$ cat src/rtl/iir_notch_biquad.sv
// iir_notch_biquad: DF-I biquad, one shared multiplier over five MAC cycles, shadowed coefficients.
// Define IIR_SAT_CNT_EN to add the o_sat_count saturation event counter.
module iir_notch_biquad #(
   parameter int DATA_WIDTH  = 16,
   parameter int DATA_FRAC   = 15,
   parameter int COEFF_WIDTH = 20,
   parameter int COEFF_FRAC  = 18,
   parameter int ACC_WIDTH   = 40
) (
   input  logic                               i_clk,
   input  logic                               i_rst_n,
   input  logic                               i_valid_in,
   input  logic signed [DATA_WIDTH-1:0]       i_filter_in,
   input  logic                               i_bypass,
   input  logic                               i_coeff_wr_en,
   input  logic [4:0][COEFF_WIDTH-1:0]        i_coeff_data_in,
   output logic [4:0][COEFF_WIDTH-1:0]        o_coeff_data_out,
   output logic signed [DATA_WIDTH-1:0]       o_filter_out,
   output logic                               o_valid_out,
   output logic                               o_overflow,
   output logic                               o_underflow,
`ifdef IIR_SAT_CNT_EN
   output logic                               o_drop_err,
   output logic [7:0]                         o_sat_count
`else
   output logic                               o_drop_err
`endif
);
   typedef enum logic [2:0] {IDLE, MAC0, MAC1, MAC2, MAC3, MAC4, SAT} state_t;
   localparam int PW = DATA_WIDTH + COEFF_WIDTH;
   localparam logic signed [ACC_WIDTH-1:0] RND  = ACC_WIDTH'(1 << (COEFF_FRAC - 1));
   localparam logic signed [ACC_WIDTH-1:0] SMAX = ACC_WIDTH'((1 << (DATA_WIDTH - 1)) - 1);
   localparam logic signed [ACC_WIDTH-1:0] SMIN = -SMAX - 1;
   localparam logic [4:0][COEFF_WIDTH-1:0] COEFF_RST = {{(4*COEFF_WIDTH){1'b0}}, COEFF_WIDTH'(1 << COEFF_FRAC)};
   state_t r_state, w_next;
   logic signed [DATA_WIDTH-1:0]  r_x, r_x1, r_x2, r_y1, r_y2, r_out, w_x, w_y;
   logic signed [COEFF_WIDTH-1:0] w_c;
   logic signed [PW-1:0]          w_prod;
   logic signed [ACC_WIDTH-1:0]   r_acc, w_term, w_sum, w_rnd;
   logic [4:0][COEFF_WIDTH-1:0]   r_shadow, r_act;
   logic r_valid, r_ovf, r_unf, r_drop, w_ovf, w_unf, w_drop;
   always_comb begin
      w_x    = r_state == MAC0 ? r_x : r_state == MAC1 ? r_x1 : r_state == MAC2 ? r_x2 :
               r_state == MAC3 ? r_y1 : r_y2;
      w_c    = r_state == MAC0 ? r_act[0] : r_state == MAC1 ? r_act[1] : r_state == MAC2 ? r_act[2] :
               r_state == MAC3 ? r_act[3] : r_act[4];
      w_prod = w_x * w_c;
      w_term = {{(ACC_WIDTH-PW){w_prod[PW-1]}}, w_prod};
      w_sum  = r_acc + RND;
      w_rnd  = w_sum >>> COEFF_FRAC;
      w_ovf  = w_rnd > SMAX;
      w_unf  = w_rnd < SMIN;
      w_y    = w_ovf ? {1'b0, {(DATA_WIDTH-1){1'b1}}} : w_unf ? {1'b1, {(DATA_WIDTH-1){1'b0}}} :
               w_rnd[DATA_WIDTH-1:0];
      w_drop = i_valid_in && r_state != IDLE && !i_bypass;
      w_next = i_bypass ? IDLE : r_state == IDLE ? (i_valid_in ? MAC0 : IDLE) :
               r_state == SAT ? IDLE : state_t'(r_state + 3'd1);
   end
   always_ff @(posedge i_clk)
      if (!i_rst_n) r_state <= IDLE;
      else r_state <= w_next;
   always_ff @(posedge i_clk) begin
      if (!i_rst_n) begin
         {r_x, r_x1, r_x2, r_y1, r_y2, r_out} <= '0;
         r_acc    <= '0;
         r_shadow <= COEFF_RST;
         r_act    <= COEFF_RST;
         {r_valid, r_ovf, r_unf, r_drop} <= '0;
      end else begin
         r_valid <= 1'b0;
         r_ovf   <= 1'b0;
         r_unf   <= 1'b0;
         if (i_coeff_wr_en) r_shadow <= i_coeff_data_in;
         if (w_drop) r_drop <= 1'b1;
         if (i_bypass) begin
            r_out   <= i_filter_in;
            r_valid <= i_valid_in;
            {r_x, r_x1, r_x2, r_y1, r_y2} <= '0;
            r_acc   <= '0;
         end else if (r_state == IDLE) begin
            if (i_valid_in) begin
               r_x   <= i_filter_in;
               r_act <= i_coeff_wr_en ? i_coeff_data_in : r_shadow;
               r_acc <= '0;
            end
         end else if (r_state == SAT) begin
            r_out   <= w_y;
            r_valid <= 1'b1;
            r_ovf   <= w_ovf;
            r_unf   <= w_unf;
            r_x2    <= r_x1;
            r_x1    <= r_x;
            r_y2    <= r_y1;
            r_y1    <= w_y;
         end else begin
            // feedback taps (a1, a2) are subtracted
            r_acc <= (r_state == MAC3 || r_state == MAC4) ? r_acc - w_term : r_acc + w_term;
         end
      end
   end
`ifdef IIR_SAT_CNT_EN
   logic [7:0] r_sat_cnt;
   always_ff @(posedge i_clk)
      if (!i_rst_n) r_sat_cnt <= '0;
      else if (!i_bypass && r_state == SAT && (w_ovf || w_unf) && r_sat_cnt != 8'hff)
         r_sat_cnt <= r_sat_cnt + 8'd1;
   assign o_sat_count = r_sat_cnt;
`endif
   assign o_coeff_data_out = r_shadow;
   assign o_filter_out     = r_out;
   assign o_valid_out      = r_valid;
   assign o_overflow       = r_ovf;
   assign o_underflow      = r_unf;
   assign o_drop_err       = r_drop;
endmodule

$ cat config.mk
export PLATFORM = sky130hd
export DESIGN_NAME = iir_notch_biquad
export DESIGN_NICKNAME = d
export VERILOG_FILES = /design/src/rtl/iir_notch_biquad.sv
export SDC_FILE = /design/constraint.sdc
export NUM_CORES = 2
export LEC_CHECK = 0
export CORE_ASPECT_RATIO = 0.75
export CORE_UTILIZATION = 60
export DETAILED_ROUTE_END_ITERATION = 7
export DONT_BUFFER_PORTS = 1
export HOLD_SLACK_MARGIN = 0.1
export PLACE_DENSITY = 0.77
export SYNTH_ARGS = -nofsm -noshare
export SYNTH_HDL_FRONTEND = slang
export SYNTH_SLANG_ARGS = --single-unit
$ cat constraint.sdc
create_clock -name i_clk -period 9.8 [get_ports i_clk]
set_input_delay 1.47 -clock i_clk [delete_from_list [all_inputs] [get_ports i_clk]]
set_output_delay 1.47 -clock i_clk [all_outputs]
set_load 0.005 [all_outputs]
# ---- Word level (Yosys, flattened, before mapping)
# Cells that the tools add are included.
dict set report totals {
  regBits 343
  inputBits 121
  output_inout_bits 120
  word_cells 80
}
dict set report classes {
  addsub 4
  multipliers 1
  magnitude_cmp 2
  eq_ne 9
  muxes 24
  bitwise 4
  reduce_logical 14
}
# operator count
set ops {}
lappend ops {{$mux 40} 4}
lappend ops {{$mux 16} 9}
lappend ops {{$mux 100} 1}
lappend ops {{$mux 20} 4}
lappend ops {{$add 40x19->40 const B} 1}
lappend ops {{$add 40x36->40} 1}
lappend ops {{$sub 40x36->40} 1}
lappend ops {{$mul 16x20->36} 1}
lappend ops {{$gt 22x16->1 const B} 1}
lappend ops {{$lt 22x16->1 const B} 1}
lappend ops {{$eq 3x3->1 const B} 3}
lappend ops {{$reduce_and 2->1} 4}
lappend ops {{$eq 3x2->1 const B} 2}
lappend ops {{$mux 3} 2}
lappend ops {{$ne 2x2->1 const B} 3}
lappend ops {{$mux 1} 4}
lappend ops {{$not 1->1} 4}
lappend ops {{$reduce_or 4->1} 1}
lappend ops {{$add 3x1->3 const B} 1}
lappend ops {{$eq 3x1->1 const B} 1}
lappend ops {{$logic_not 3->1} 1}
lappend ops {{$reduce_and 3->1} 1}
lappend ops {{$reduce_bool 3->1} 1}
lappend ops {{$logic_and 1x1->1} 2}
lappend ops {{4 further kinds} 4}

# ---- Depth between registers and ports, before layout
dict set report logic_depth {
  word_depth 10
  depth_mapped 52
  depth_no_buf 47
}

# ---- Worst setup path after synthesis
# No wires, ideal clock.
dict set report synth_timing {
  path_type {reg2reg}
  start {register r_state[2]}
  end {register r_acc[39]}
  setup_ps 117
  t_arrival_ps 10280
  required_time_ps 9683
  setup_slack_ps -597
  path_stages_with_launch 48
  synth_period_minus_slack_ps 10397
  path_cell_list {dfxtp_1 -> clkbuf_1 -> clkbuf_1 -> inv_1 -> ha_1 -> clkbuf_1 -> clkbuf_1 -> buf_1 -> a21oi_1 -> a21oi_1 -> o21ai_0 -> mux2i_1 -> nor2_1 -> fa_1 -> inv_1 -> fa_1 -> fa_1 -> fa_1 -> (+12 left out) -> nor4_4 -> and3_2 -> a31oi_1 -> xnor2_1 -> ha_1 -> clkbuf_1 -> a21o_1 -> a21o_1 -> a21oi_1 -> nor2b_1 -> o21ai_0 -> nand2b_1 -> a21oi_1 -> nor3b_1 -> a311oi_1 -> xnor2_1 -> o21bai_1 -> a22o_1}
}
dict set report synth_between {
  elab_chain_len 10
}
# item line
set synth_lines {}
lappend synth_lines {{from (decl)} 35} ;# state_t r_state, w_next;
lappend synth_lines {{from (signal assigned)} 61} ;# else r_state <= w_next;
lappend synth_lines {{$eq 3x3->1} {44, 46, 97}}
lappend synth_lines {{$mux 16 / $mux 20 (equally long branches)} {44, 46}}
lappend synth_lines {{$mux 16 / $mux 20 (equally long branches) (3 in a row)} {43, 45}}
lappend synth_lines {{$mul 16x20->36} 47} ;# w_prod = w_x * w_c;
lappend synth_lines {{$add 40x36->40 / $sub 40x36->40 (equally long branches)} 97} ;# r_acc <= (r_state == MAC3 || r_state == MAC4) ? r_acc - w_term : r_acc + w_term;
lappend synth_lines {{$mux 40} 97}
lappend synth_lines {{$mux 40} 86} ;# end else if (r_state == SAT) begin
lappend synth_lines {{$mux 40} 80} ;# end else if (r_state == IDLE) begin
lappend synth_lines {{to (signal assigned)} 97}
lappend synth_lines {{to (decl)} 39} ;# logic signed [ACC_WIDTH-1:0] r_acc, w_term, w_sum, w_rnd;
# Several ways; a longest one is shown, not always the timed one. The select of a mux whose other input is x is not followed.
# A chain may end at the register's enable or synchronous reset.

# ---- Worst setup path in the final report
dict set report layout_timing {
  start {register r_state[0]}
  end {register r_acc[39]}
}
# Same word-level chain as after synthesis.

==> results list <==
- Maximum clock skew at final layout: 0.02466 ns
- The area fraction in compound gates after synthesis is 0.1418.
- R2r setup slk: -0.16 ns
* Post-CTS Hold Fix Bufs: 0
- The count of nets left with antenna violations once routing finished came out at 0.
- WP data required: 10.27 ns
* Average via count per standard cell: 5.936
- Final Hold Vio Count: 0
- Row generation in the floorplan step produced 69 rows.
- For hold timing, the worst endpoint is r_x2[14].
* Global Route Usage Sum: 0.3657
- The share of the Yosys chip area taken by registers is 0.2348.
- The worst hold path begins at r_x2[14].
- Most common cell in the synthesized netlist: nand2_1
- From synthesis to final layout, the design area changed by 23.71%.
* Least-Margin Pin Slew: 1.233 ns
- Largest family of logic cells by synthesized area: adder cells
- In this run the count of I/O pins placed on the die edge is 241.
- Outcome: complete, but fails checks
- The clock net in this run drives a total of 343 sinks.
* Synthesized-area fraction occupied by adder cells: 0.2766
- After synthesis, the share of cell area in mux cells is 0.05413.
- Top cells by instance count after synthesis: nand2_1 (525), inv_1 (385), dfxtp_1 (343)
- For the finished layout, the period the worst path requires is 9.955 ns.
- TritonCTS clock tree: done
- No sink is reached through more buffers than the 3 on the longest clock path.
- Timing-limited maximum frequency: 100.4 MHz
- Critical path type: flop to flop
* Worst r2r path cells: 46
- In this run the horizontal extent of the chip is 256.9 µm.
- The worst hold path was traced through 2 stages.
- The clock reaches the later pin of the worst-skew pair after 0.59 ns.
- Total of warnings raised by yosys: 0
- The detailed router placed 26540 vias in this run.
- For this configuration, the core starts out at a cell density of 0.6124.
* Routability-driven placement congestion ratio: 0.9973
* Mapped Cells: 3448
* Via count of the first global-routing pass: 25960
- CP endpoint kind: flop
* Reg-to-Reg Start: r_state[0]
- Number of enable flip-flop cells after synthesis: 0
- Standard cell core area: 0.04774 mm²
* Antenna violations before repair: 1
- Cell Pwr Density: 117.8 mW/mm²
* Clock tree root driver cell: clkbuf_16
* Peak per-stage delay on the critical path: 0.56 ns
- Fraction of the cycle the final worst path needs: 1.016
- RSZ-0062 raised after global routing: true
- Number of DRC markers after the initial detailed-route iteration: 2800
* Highest metal layer with signal wires: met5
* Post-synthesis async set-or-reset flop share: 0
- Measured on the finished design, the core utilization comes to 0.7576.
* Headroom to the max-slew limit: 0.1765
- Met3 layer wire length in the routed design: 10270 µm
- Of the post-synthesis cell area, the dominant cell type holds 0.2348.
* Unique cell type count in the Yosys netlist: 90
* H-tree levels: 1
- Max Cap Violations: 0
- Die footprint: 0.04963 mm²
- Wirelength per Cell: 20.99 µm
* IO buf count: 0
- Met1 wire length: 37690 µm
- Type of element launching the critical path: flop
- After synthesis the netlist holds a flip-flop and latch count of 343.
- Net total in the final layout: 4384
- Most instantiated flip-flop cell in the synthesis netlist: dfxtp_1
- Number of buffers created by CTS: 30
- Max Slew Vio Count: 0
* Final setup violation count: 5
- Cell type of the slowest stage on the worst timing path: fa_1
* Final worst setup slack: -0.1553 ns
* Worst hold margin: 0.4645 ns
- Netlist Area Pre-Place: 0.02924 mm²
* Parity-gate share of the synthesized area counting xor and xnor cells: 0.03770
* Leakage power: 17.31 nW
* Share of layout cells above drive strength 1: 0.2323
- In this run the worst path has a maximum fanout of 8.
- Clock-pin slew was measured on the worst setup and hold paths at 0.07 ns.
* Worst VDD drop: 0.1150 mV
- Once detailed placement completed, the half-perimeter wirelength came to 71000 µm.
- Hold Path Class: flop to flop
* Overflow after GRT: 0
- Summed over all instances, the cell type with the most area after synthesis is dfxtp_1.
- Global-route wire length before repair: 142500 µm
- After detailed routing, the number of remaining DRC violations is 0.
* Data arrival time at the worst-slack endpoint: 10.42 ns
* Largest net degree at the start of global routing: 211
- The number of nets in the synthesized netlist is 4024.
- Met2 wire len: 42370 µm
- First-pass DRT Iterations: 6
- The worst register-to-register path ends at r_acc[39].
* Biggest area contributors in the synthesized netlist: dfxtp_1 (23%), fa_1 (22%), nand2_1 (6.7%)
* Violated checks: negative setup slack
* Die outline height: 193.2 µm
- Aggregate routed wire length: 93850 µm
- Number of inserted diodes: 0
- After filler insertion, the fill cell instance count of the layout stands at 3264.
* Syn Area/Cell: 8.480 µm²
- Post-synthesis simple-gate area fraction: 0.1817
kinds of logic (layout without fill, tap and decap cells):
kind of cell	count (synthesis)	after routing
and+or+nand+nor	1183	1183
AOI/OAI and AO/OA	619	619
buffers and inverters	568	952
adders and majority gates	455	455
DFF	343	343
muxes	155	155
xor gates and xnor gates	125	125
sequential cells by signal, summed over array words and instances (netlist names):
name,flops
r_x2,16
o_overflow,1
r_x1,16
o_coeff_data_out,100
o_filter_out,16
o_underflow,1
r_acc,40
r_x,16
r_act,100
o_valid_out,1
r_y2,16
o_drop_err,1
r_state,3
r_y1,16
layout make-up:
cell class              instances  area [µm²]  share of cell area
well taps                     639       799.5             0.02210
clock inverters                14       197.7            0.005465
clock buffers                  42       845.8             0.02338
multi-input cells            2537       21700              0.5998
repair buffers                511        4308              0.1191
flip-flops and latches        343        6875              0.1901
inverters                     385        1448             0.04002
worst max-delay path by stage:
stage	slack [ns]	to	start	cells after the start
2_1_floorplan	0.0008	r_acc[39]	r_state[0]	48
3_3_place_gp	-0.53	r_acc[36]	r_state[2]	41
3_5_place_dp	-0.74	r_acc[39]	r_state[0]	41
4_1_cts	0.003	r_acc[39]	r_state[1]	47
5_1_grt	-0.53	r_acc[39]	r_state[0]	47
6_report	-0.16	r_acc[39]	r_state[0]	46
worst max-delay path, delay by kind of cell (launching register included):
family / cells / cell delay (ns)
xor+xnor: 3 / 0.75
flops: 1 / 0.37
simple gates: 9 / 1.73
fa+ha+maj: 9 / 3.85
buf+inv: 12 / 1.36
compound gates: 13 / 1.71
per-layer routing:
metal / GRT usage / vias up
met5: 0.01149 / -
met4: 0.1129 / 4
met3: 0.1063 / 254
met2: 0.5808 / 1399
met1: 0.4831 / 12910
li1: - / 11970
cell usage in the layout (no fill, tap or decap), types with 29 or more instances in the layout:
cell type / count
a21o_1: 37
a21oi_1: 167
a21oi_2: 47
buf_4: 460
clkbuf_16: 33
dfxtp_1: 340
fa_1: 293
ha_1: 113
inv_1: 367
mux2i_1: 116
nand2_1: 511
nand2b_1: 29
nand3_1: 58
nor2_1: 289
nor2b_1: 117
o211a_1: 100
o21ai_0: 67
o21ai_1: 31
xnor2_1: 62
xor2_1: 52
per-stage QoR:
stage                     instance area (µm²)  TNS (ns)  worst slack (ns)  power (mW)  cells
after floorplan                         29350         0         0.0007701       2.317   3448
after global placement                  32550    -4.344           -0.5273       2.769   4304
after detailed placement                32550    -7.424           -0.7417       2.800   4304
after CTS                               35030         0          0.002871       4.138   4417
after global routing                    36170    -4.129           -0.5339       4.430   4471
final                                   36170   -0.3666           -0.1553       4.259   4471
what timing repair did:
| action | 4_1_cts | 5_1_grt |
|---|---|---|
| endpoints found under the hold margin | 0 | 0 |
| cloned | 4 | 3 |
| setup buffers | 53 | 53 |
| setup endpoints to repair | 18 | 18 |
| pin swaps | 98 | 139 |
| gates resized for setup | 228 | 179 |
report_power, final:
part | internal, mW | switching, mW | total, mW
Clock | 0.713 | 0.553 | 1.27
Combinational | 0.686 | 0.794 | 1.48
Sequential | 1.46 | 0.0567 | 1.51
Power figures use the tool's default switching activity.
